## src/rtl/cv32e40p_alu_perm_fault_monitor_ft.sv

```systemverilog
// Permanent-fault monitor for the replicated ALUs: one leaky-bucket error counter
// and one sticky fault flag per (replica, operation class) pair.
module cv32e40p_alu_perm_fault_monitor_ft #(
   parameter int unsigned N_ALU     = 4,
   parameter int unsigned N_CLASS   = 9,
   parameter int unsigned CNT_W     = 8,
   parameter int unsigned THRESHOLD = 100,
   parameter int unsigned ERR_INC   = 4,
   parameter int unsigned OK_DEC    = 1
) (
   input  logic                                 clk,
   input  logic                                 rst_n,
   input  logic                                 alu_enable_i,
   input  logic [$clog2(N_CLASS)-1:0]           class_i,
   input  logic [N_ALU-1:0]                     error_detected_i,
   input  logic                                 clear_i,
   output logic [N_ALU*N_CLASS-1:0]             permanent_fault_o,
   output logic                                 new_fault_o,
   output logic [N_CLASS-1:0]                   class_lost_o,
   output logic [$clog2(N_ALU*N_CLASS+1)-1:0]   fault_count_o
);

   localparam int unsigned      N_PAIR  = N_ALU * N_CLASS;
   localparam int unsigned      FC_W    = $clog2(N_PAIR + 1);
   localparam logic [CNT_W:0]   CNT_MAX = {1'b0, {CNT_W{1'b1}}};
   localparam logic [CNT_W:0]   INC_V   = (CNT_W + 1)'(ERR_INC);
   localparam logic [CNT_W-1:0] DEC_V   = CNT_W'(OK_DEC);
   localparam logic [CNT_W-1:0] THR_V   = CNT_W'(THRESHOLD);

   // Add one error weight, computed one bit wider so the counter saturates instead of wrapping.
   function automatic logic [CNT_W-1:0] sat_inc(input logic [CNT_W-1:0] c);
      logic [CNT_W:0] s;
      s = {1'b0, c} + INC_V;
      if (s > CNT_MAX) begin
         sat_inc = CNT_MAX[CNT_W-1:0];
      end else begin
         sat_inc = s[CNT_W-1:0];
      end
   endfunction

   function automatic logic [CNT_W-1:0] floor_dec(input logic [CNT_W-1:0] c);
      if (c >= DEC_V) begin
         floor_dec = c - DEC_V;
      end else begin
         floor_dec = '0;
      end
   endfunction

   function automatic logic [FC_W-1:0] popcount(input logic [N_PAIR-1:0] v);
      popcount = '0;
      for (int unsigned i = 0; i < N_PAIR; i++) begin
         popcount = popcount + FC_W'(v[i]);
      end
   endfunction

   // A class is lost once voting cannot outvote a faulty replica any more.
   function automatic logic [N_CLASS-1:0] lost_classes(input logic [N_PAIR-1:0] v);
      int n;
      lost_classes = '0;
      for (int unsigned c = 0; c < N_CLASS; c++) begin
         n = 0;
         for (int unsigned a = 0; a < N_ALU; a++) begin
            n = n + int'(v[a*N_CLASS+c]);
         end
         lost_classes[c] = (n >= int'(N_ALU) - 1);
      end
   endfunction

   logic [CNT_W-1:0]   r_cnt       [N_PAIR];
   logic [CNT_W-1:0]   w_cnt_nxt   [N_PAIR];
   logic [N_PAIR-1:0]  r_flt;
   logic [N_PAIR-1:0]  w_flt_nxt;
   logic               w_upd;
   logic               w_rise;
   logic               r_new_fault;
   logic [N_CLASS-1:0] r_class_lost;
   logic [FC_W-1:0]    r_fault_count;

   // Next counter/flag values; flagged pairs keep their counter frozen.
   always_comb begin
      w_cnt_nxt = r_cnt;
      w_flt_nxt = r_flt;
      w_upd     = alu_enable_i && (32'(class_i) < N_CLASS);
      for (int unsigned a = 0; a < N_ALU; a++) begin
         for (int unsigned c = 0; c < N_CLASS; c++) begin
            if (w_upd && (32'(class_i) == c) && !r_flt[a*N_CLASS+c]) begin
               if (error_detected_i[a]) begin
                  w_cnt_nxt[a*N_CLASS+c] = sat_inc(r_cnt[a*N_CLASS+c]);
               end else begin
                  w_cnt_nxt[a*N_CLASS+c] = floor_dec(r_cnt[a*N_CLASS+c]);
               end
               if (w_cnt_nxt[a*N_CLASS+c] >= THR_V) begin
                  w_flt_nxt[a*N_CLASS+c] = 1'b1;
               end else begin
                  w_flt_nxt[a*N_CLASS+c] = r_flt[a*N_CLASS+c];
               end
            end else begin
               w_cnt_nxt[a*N_CLASS+c] = r_cnt[a*N_CLASS+c];
               w_flt_nxt[a*N_CLASS+c] = r_flt[a*N_CLASS+c];
            end
         end
      end
      w_rise = |(w_flt_nxt & ~r_flt);
   end

   // State and registered outputs; clear behaves exactly like reset and beats any update.
   always_ff @(posedge clk) begin
      if (!rst_n || clear_i) begin
         for (int unsigned i = 0; i < N_PAIR; i++) begin
            r_cnt[i] <= '0;
         end
         r_flt         <= '0;
         r_new_fault   <= 1'b0;
         r_class_lost  <= '0;
         r_fault_count <= '0;
      end else begin
         r_cnt         <= w_cnt_nxt;
         r_flt         <= w_flt_nxt;
         r_new_fault   <= w_rise;
         r_class_lost  <= lost_classes(w_flt_nxt);
         r_fault_count <= popcount(w_flt_nxt);
      end
   end

   assign permanent_fault_o = r_flt;
   assign new_fault_o       = r_new_fault;
   assign class_lost_o      = r_class_lost;
   assign fault_count_o     = r_fault_count;

endmodule
```

## config.mk

```make
export PLATFORM = sky130hd
export DESIGN_NAME = cv32e40p_alu_perm_fault_monitor_ft
export DESIGN_NICKNAME = d
export VERILOG_FILES = /design/src/rtl/cv32e40p_alu_perm_fault_monitor_ft.sv
export SDC_FILE = /design/constraint.sdc
export NUM_CORES = 1
export LEC_CHECK = 0
export BUFFER_PORTS_ARGS = -buffer_cell sky130_fd_sc_hd__buf_2
export CELL_PAD_IN_SITES_DETAIL_PLACEMENT = 1
export CELL_PAD_IN_SITES_GLOBAL_PLACEMENT = 2
export CORE_UTILIZATION = 41
export CTS_CLUSTER_DIAMETER = 200
export DETAILED_ROUTE_END_ITERATION = 7
export PLACE_DENSITY_LB_ADDON = 0.1
export SLEW_MARGIN = 20
export SYNTH_ARGS = -nofsm -noshare
export SYNTH_HDL_FRONTEND = slang
export SYNTH_SLANG_ARGS = --single-unit
```

## constraint.sdc

```tcl
create_clock -name clk -period 15.7 [get_ports clk]
set_clock_uncertainty 0.1 [all_clocks]
set_input_delay 1.57 -clock clk [delete_from_list [all_inputs] [get_ports clk]]
set_output_delay 1.57 -clock clk [all_outputs]
set_load 0.05 [all_outputs]
```

# ---- Word level (Yosys, flattened, before mapping)
# Index checks and enable logic that the tools add are counted.
dict set report word_totals {
  reg_bits 340
  output_inout_bits 52
}
dict set report op_classes {
  add_sub_neg 134
  order_cmp 118
  n_eq_ne 8
  mux 216
  bitwise_logic 2
  n_reduce_logical 86
}
# operator count
set ops {}
lappend ops {{8-bit two-way mux} 144}
lappend ops {{8-bit by 3-bit adder with 9-bit output (second input constant)} 36}
lappend ops {{9-bit by 8-bit greater-than comparator with 1-bit output (second input constant)} 36}
lappend ops {{8-bit by 1-bit >= comparator with 1-bit output (second input constant)} 36}
lappend ops {{8-bit by 7-bit >= comparator with 1-bit output (second input constant)} 36}
lappend ops {{8-bit by 1-bit subtractor with 8-bit output (second input constant)} 36}
lappend ops {{6-bit by 1-bit adder with 6-bit output} 30}
lappend ops {{1-bit two-way mux} 72}
lappend ops {{1-bit logical AND} 46}
lappend ops {{3-bit by 1-bit adder with 4-bit output} 10}
lappend ops {{1-bit zero test} 37}
lappend ops {{36-bit AND} 1}
lappend ops {{4-bit by 2-bit >= comparator with 1-bit output (second input constant)} 9}
lappend ops {{36-bit inverter} 1}
lappend ops {{36-bit OR reduction} 1}
lappend ops {{2-bit by 1-bit adder with 3-bit output} 10}
lappend ops {{1-bit by 1-bit adder with 2-bit output} 10}
lappend ops {{4-bit by 3-bit equality test with 1-bit output (second input constant)} 4}
lappend ops {{4-bit by 2-bit equality test with 1-bit output (second input constant)} 2}
lappend ops {{5-bit by 1-bit adder with 6-bit output} 1}
lappend ops {{4-bit by 1-bit adder with 5-bit output} 1}
lappend ops {{4-bit by 1-bit equality test with 1-bit output (second input constant)} 1}
lappend ops {{4-bit equality test (second input constant)} 1}
lappend ops {{4-bit zero test} 1}
lappend ops {{other kinds (2)} 2}

# ---- Depth between registers and ports, before layout
dict set report depth {
  depth_word 43
  depth_mapped 29
}

# ---- Least setup slack after synthesis
# No wires, ideal clock.
dict set report synth_path {
  path_type {input to register}
  from {in error_detected_i[0]}
  to {reg r_fault_count[4], in the netlist fault_count_o[4]}
  arrival_time_ns 7.620
  required_time_ns 15.472
  path_slack_ns 7.853
  cell_stages 22
  path_buffers 4
  cell_sequence {clkbuf_1 -> buf_2 -> clkbuf_1 -> clkbuf_1 -> o21ai_0 -> nor4b_1 -> or2_2 -> o21ai_0 -> a21oi_1 -> fa_1 -> fa_1 -> fa_1 -> fa_1 -> fa_1 -> fa_1 -> inv_1 -> ha_1 -> fa_1 -> a21o_1 -> a21oi_1 -> xnor2_1 -> nor2_1}
}
dict set report synth_between {
  elab_chain_cells 40
  word_cells_on_any_way 80
  cone_classes {add/sub: 35; order compare: 9; mux: 36}
}
# item line
set synth_rtl {}
lappend synth_rtl {{start: declaration} 15} ;# input logic [N_ALU-1:0] error_detected_i,
lappend synth_rtl {{8-bit two-way mux} 87} ;# if (error_detected_i[a]) begin
lappend synth_rtl {{8-bit two-way mux} 86} ;# if (w_upd && (32'(class_i) == c) && !r_flt[a*N_CLASS+c]) begin
lappend synth_rtl {{8-bit by 7-bit >= comparator with 1-bit output} 92} ;# if (w_cnt_nxt[a*N_CLASS+c] >= THR_V) begin
lappend synth_rtl {{1-bit two-way mux} 92}
lappend synth_rtl {{1-bit two-way mux} 86}
lappend synth_rtl {{1-bit by 1-bit adder with 2-bit output} 52} ;# popcount = popcount + FC_W'(v[i]);
lappend synth_rtl {{2-bit by 1-bit adder with 3-bit output} 52}
lappend synth_rtl {{3-bit by 1-bit adder with 4-bit output} 52}
lappend synth_rtl {{4-bit by 1-bit adder with 5-bit output} 52}
lappend synth_rtl {{5-bit by 1-bit adder with 6-bit output} 52}
lappend synth_rtl {{6-bit by 1-bit adder with 6-bit output (2 in a row)} 52}
lappend synth_rtl {{6-bit by 1-bit adder with 6-bit output * (28 in a row)} 52}
lappend synth_rtl {{end signal: assignment} 121} ;# r_fault_count <= popcount(w_flt_nxt);
lappend synth_rtl {{end: declaration} 77} ;# logic [FC_W-1:0] r_fault_count;
# Mark *: on every way between the ends. The rest lies on a longest branch, timed or not. The select of a mux whose other input is x is not followed.
# A chain may end at the register's enable or synchronous reset.

# ---- Final worst setup path
# Ends and elaborated chain as after synthesis.

==> reports/qor.txt <==
IO Port Bufs - 63
Clk pwr share - 0.520
Slew @ Worst Pin - 1.100 ns
Final Hold Vio Count - 0
Largest net degree at the start of global routing - 80
Number of global-route vias before repair - 29,470
CTS tree - built
Gp weighted congestion - 0.8961
Endpoints failing setup - 0
WP data required - 16.03 ns
DR iter-0 viols - 1,810
Synth top area share - 0.2252
Reg2reg start - r_cnt[34]$_SDFFE_PP0P_
Skew-Pair Late Insertion Delay - 0.59 ns
P_int - 1.609 mW
Power per cell area - 67.03 mW/mm2
Worst setup margin - 7.005 ns
Total gr overflow - 0
Max FO, Critical Path - 78
Combinational Power Share - 0.078
Async SR Flop Fraction - 0
Layout area overhead - 7.389%
CTS buffer count - 46
Leakage power - 12.50 nW
ANT nets after route - 0
Design area - 0.03246 mm2
# Post-CTS Setup Buffers - 0
Placed cell areas - 0.03087 mm2
DRC viols - 0
Placed Cells - 4,918
CP Capture Point - fault_count_o[4]$_SDFF_PP0_
Nets - 4,305
Mapped Area - 0.03023 mm2
Synth Flop Type - dfxtp_1
Yosys top cell by area - dfxtp_1
Crit Path Category - in2reg
Mean post-synth cell area - 7.281 um2
Die Span Y - 273.5 um
Fin. max-slew vios - 0
DRT Pass-1 Iters - 5
#FFs+latches synth - 340
N_diodes - 0
Number of synthesized flops with an enable pin - 0
Clock Tree Buf Depth - 3
Most frequent cells after synthesis - nor2_1 (448), nand2_1 (359), a21oi_1 (341), dfxtp_1 (340), o21ai_0 (279)
I/O pin total - 64
NetSw - 0.5663 mW
CP Launch Point - error_detected_i[0]
Slew margin rel. - 0.2599
R2R Setup Slk - 7.88 ns
Cells after synthesis - 4,151
Pre-CTS setup slack - 6.522 ns
R2r worst-path depth - 26
Top post-synthesis cells by area - dfxtp_1 (23%), ha_1 (10%), a21oi_1 (5.6%)
Sequential Power Share - 0.402
DR vias/cell - 6.057
TritonCTS Sinks - 340
Crit path time final - 8.695 ns
Die W - 273.5 um
Initial antenna violation count - 4
Post-synthesis sequential area ratio - 0.2252
Gr usage total - 0.2757
H-tree depth - 2
Final period util - 0.5538
Arr. time, crit path - 9.02 ns
Non-Filler Instances - 4,999
Unrepaired setup endpoints after global routing - false
Drt total wl - 104.4 mm
Die area - 0.07481 mm2
Most frequent cell after synthesis - nor2_1
Kind of start point of the critical path - primary input
Routed vias - 30,280
Setup TNS - 0 ns
# fillers - 9,137
Min-Delay Path Class - reg2reg
Wire per inst - 20.89 um
Core area - 0.07296 mm2
R2r endpoint - fault_count_o[4]$_SDFF_PP0_
Outcome - completed
Sw Ratio - 0.2603
Post-cts resize count - 0
Dpl hpwl - 75.97 mm
CP endpoint kind - register
FMAX - 115.0 MHz
Max Cap Viol - 0
Syn. warnings - 0
VDD IR max - 0.08527 mV
First-pass GRT wire length - 168.0 mm
Post-synthesis net count - 4,449
Initial core utilization - 0.4143
PnR Total Power - 2.176 mW
Library cells used by synthesis - 101
Fraction of layout cells with a size suffix above 1 - 0.06559
FP Rows - 99
Worst-path clk slew - 0.06 ns
Root Buffer - clkbuf_16
Post-CTS Hold Buffers - 0
-- layout by cell type, fill, tap and decap left out, types with 58 or more instances in the layout --
cell type    n
ha_1       249
xnor2_1     65
nor2_1     448
dfxtp_1    340
nand2_1    359
a21oi_1    341
a31oi_1     75
nand3_1    120
nand4_1     63
nor3_1     167
o211ai_1    58
a211oi_1    73
inv_1      246
o21ai_0    279
buf_2       59
or3_1       60
-- critical path: stages --
cell	delay (ns)
buf_4	0.10
buf_4	0.60
buf_4	0.57
a21oi_1	0.21
a32oi_1	0.25
o21ai_0	0.13
nor4b_1	0.35
or2_2	0.18
o21ai_0	0.10
a21oi_1	0.52
fa_1	0.55
fa_1	0.52
fa_1	0.58
fa_1	0.45
fa_1	0.52
fa_1	0.55
inv_1	0.05
ha_1	0.20
fa_1	0.41
a21o_1	0.17
a21oi_1	0.18
xnor2_1	0.14
nor2_1	0.05
-- worst min path at each step --
stage	start	to	slack, ns	depth (start not counted)
after floorplan	r_cnt[53]$_SDFFE_PP0P_	r_cnt[53]$_SDFFE_PP0P_	0.39	2
after global placement	r_cnt[240]$_SDFFE_PP0P_	r_cnt[240]$_SDFFE_PP0P_	0.42	2
after detailed placement	r_cnt[241]$_SDFFE_PP0P_	r_cnt[241]$_SDFFE_PP0P_	0.43	2
after CTS	r_cnt[240]$_SDFFE_PP0P_	r_cnt[240]$_SDFFE_PP0P_	0.44	2
after global routing	r_cnt[225]$_SDFFE_PP0P_	r_cnt[225]$_SDFFE_PP0P_	0.48	2
final	r_cnt[241]$_SDFFE_PP0P_	r_cnt[241]$_SDFFE_PP0P_	0.44	2
-- cell type report --
cell class / instances / area (um2) / share of cell area
clock buffer: 62 / 1335 / 0.04113
tap: 959 / 1200 / 0.03697
sequential: 340 / 6807 / 0.2097
timing repair buffer: 93 / 550.5 / 0.01696
multi-input combinational: 3279 / 21380 / 0.6588
clock inverter: 19 / 255.2 / 0.007864
inverter: 247 / 927.1 / 0.02856
-- power groups by stage --
stage	Sequential, mW	Combinational, mW	Clock (mW)
after floorplan	0.889	0.124	0
after global placement	0.893	0.168	0
after detailed placement	0.893	0.168	0
after CTS	0.874	0.169	1.16
after global routing	0.875	0.187	1.20
final	0.874	0.169	1.13
-- logic make-up (layout without fill, tap and decap cells) --
kind of cell               Yosys count  in the layout  share of synthesized area
AOI/OAI and AO/OA                 1257           1257                     0.2710
and+or+nand+nor                   1615           1615                     0.2709
DFF                                340            340                     0.2252
buffers and inverters              532            421                    0.06781
xor gates and xnor gates            85             85                    0.02463
adders and majority gates          295            295                     0.1306
muxes                               27             27                   0.009935
-- through the flow --
stage	hold WS, ns	util
2_1_floorplan	0.3869	-
3_3_place_gp	0.4174	0.4231
3_5_place_dp	0.4315	0.4231
4_1_cts	0.4394	0.4449
5_1_grt	0.4751	0.4449
6_report	0.4388	0.4449
-- sequential cells by signal, indices dropped and copies added, names as in the netlist --
| signal | count |
|---|---|
| r_cnt | 288 |
| fault_count_o | 6 |
| permanent_fault_o | 36 |
| class_lost_o | 9 |
| new_fault_o | 1 |
-- layer usage --
layer | wire [um] | vias up | track usage
met5 | 0 | - | 0
met4 | 2948 | 0 | 0.08292
met3 | 3758 | 121 | 0.02904
met2 | 46910 | 499 | 0.4418
met1 | 50800 | 14820 | 0.3868
li1 | - | 14840 | -
(Power assumes the default switching activity.)
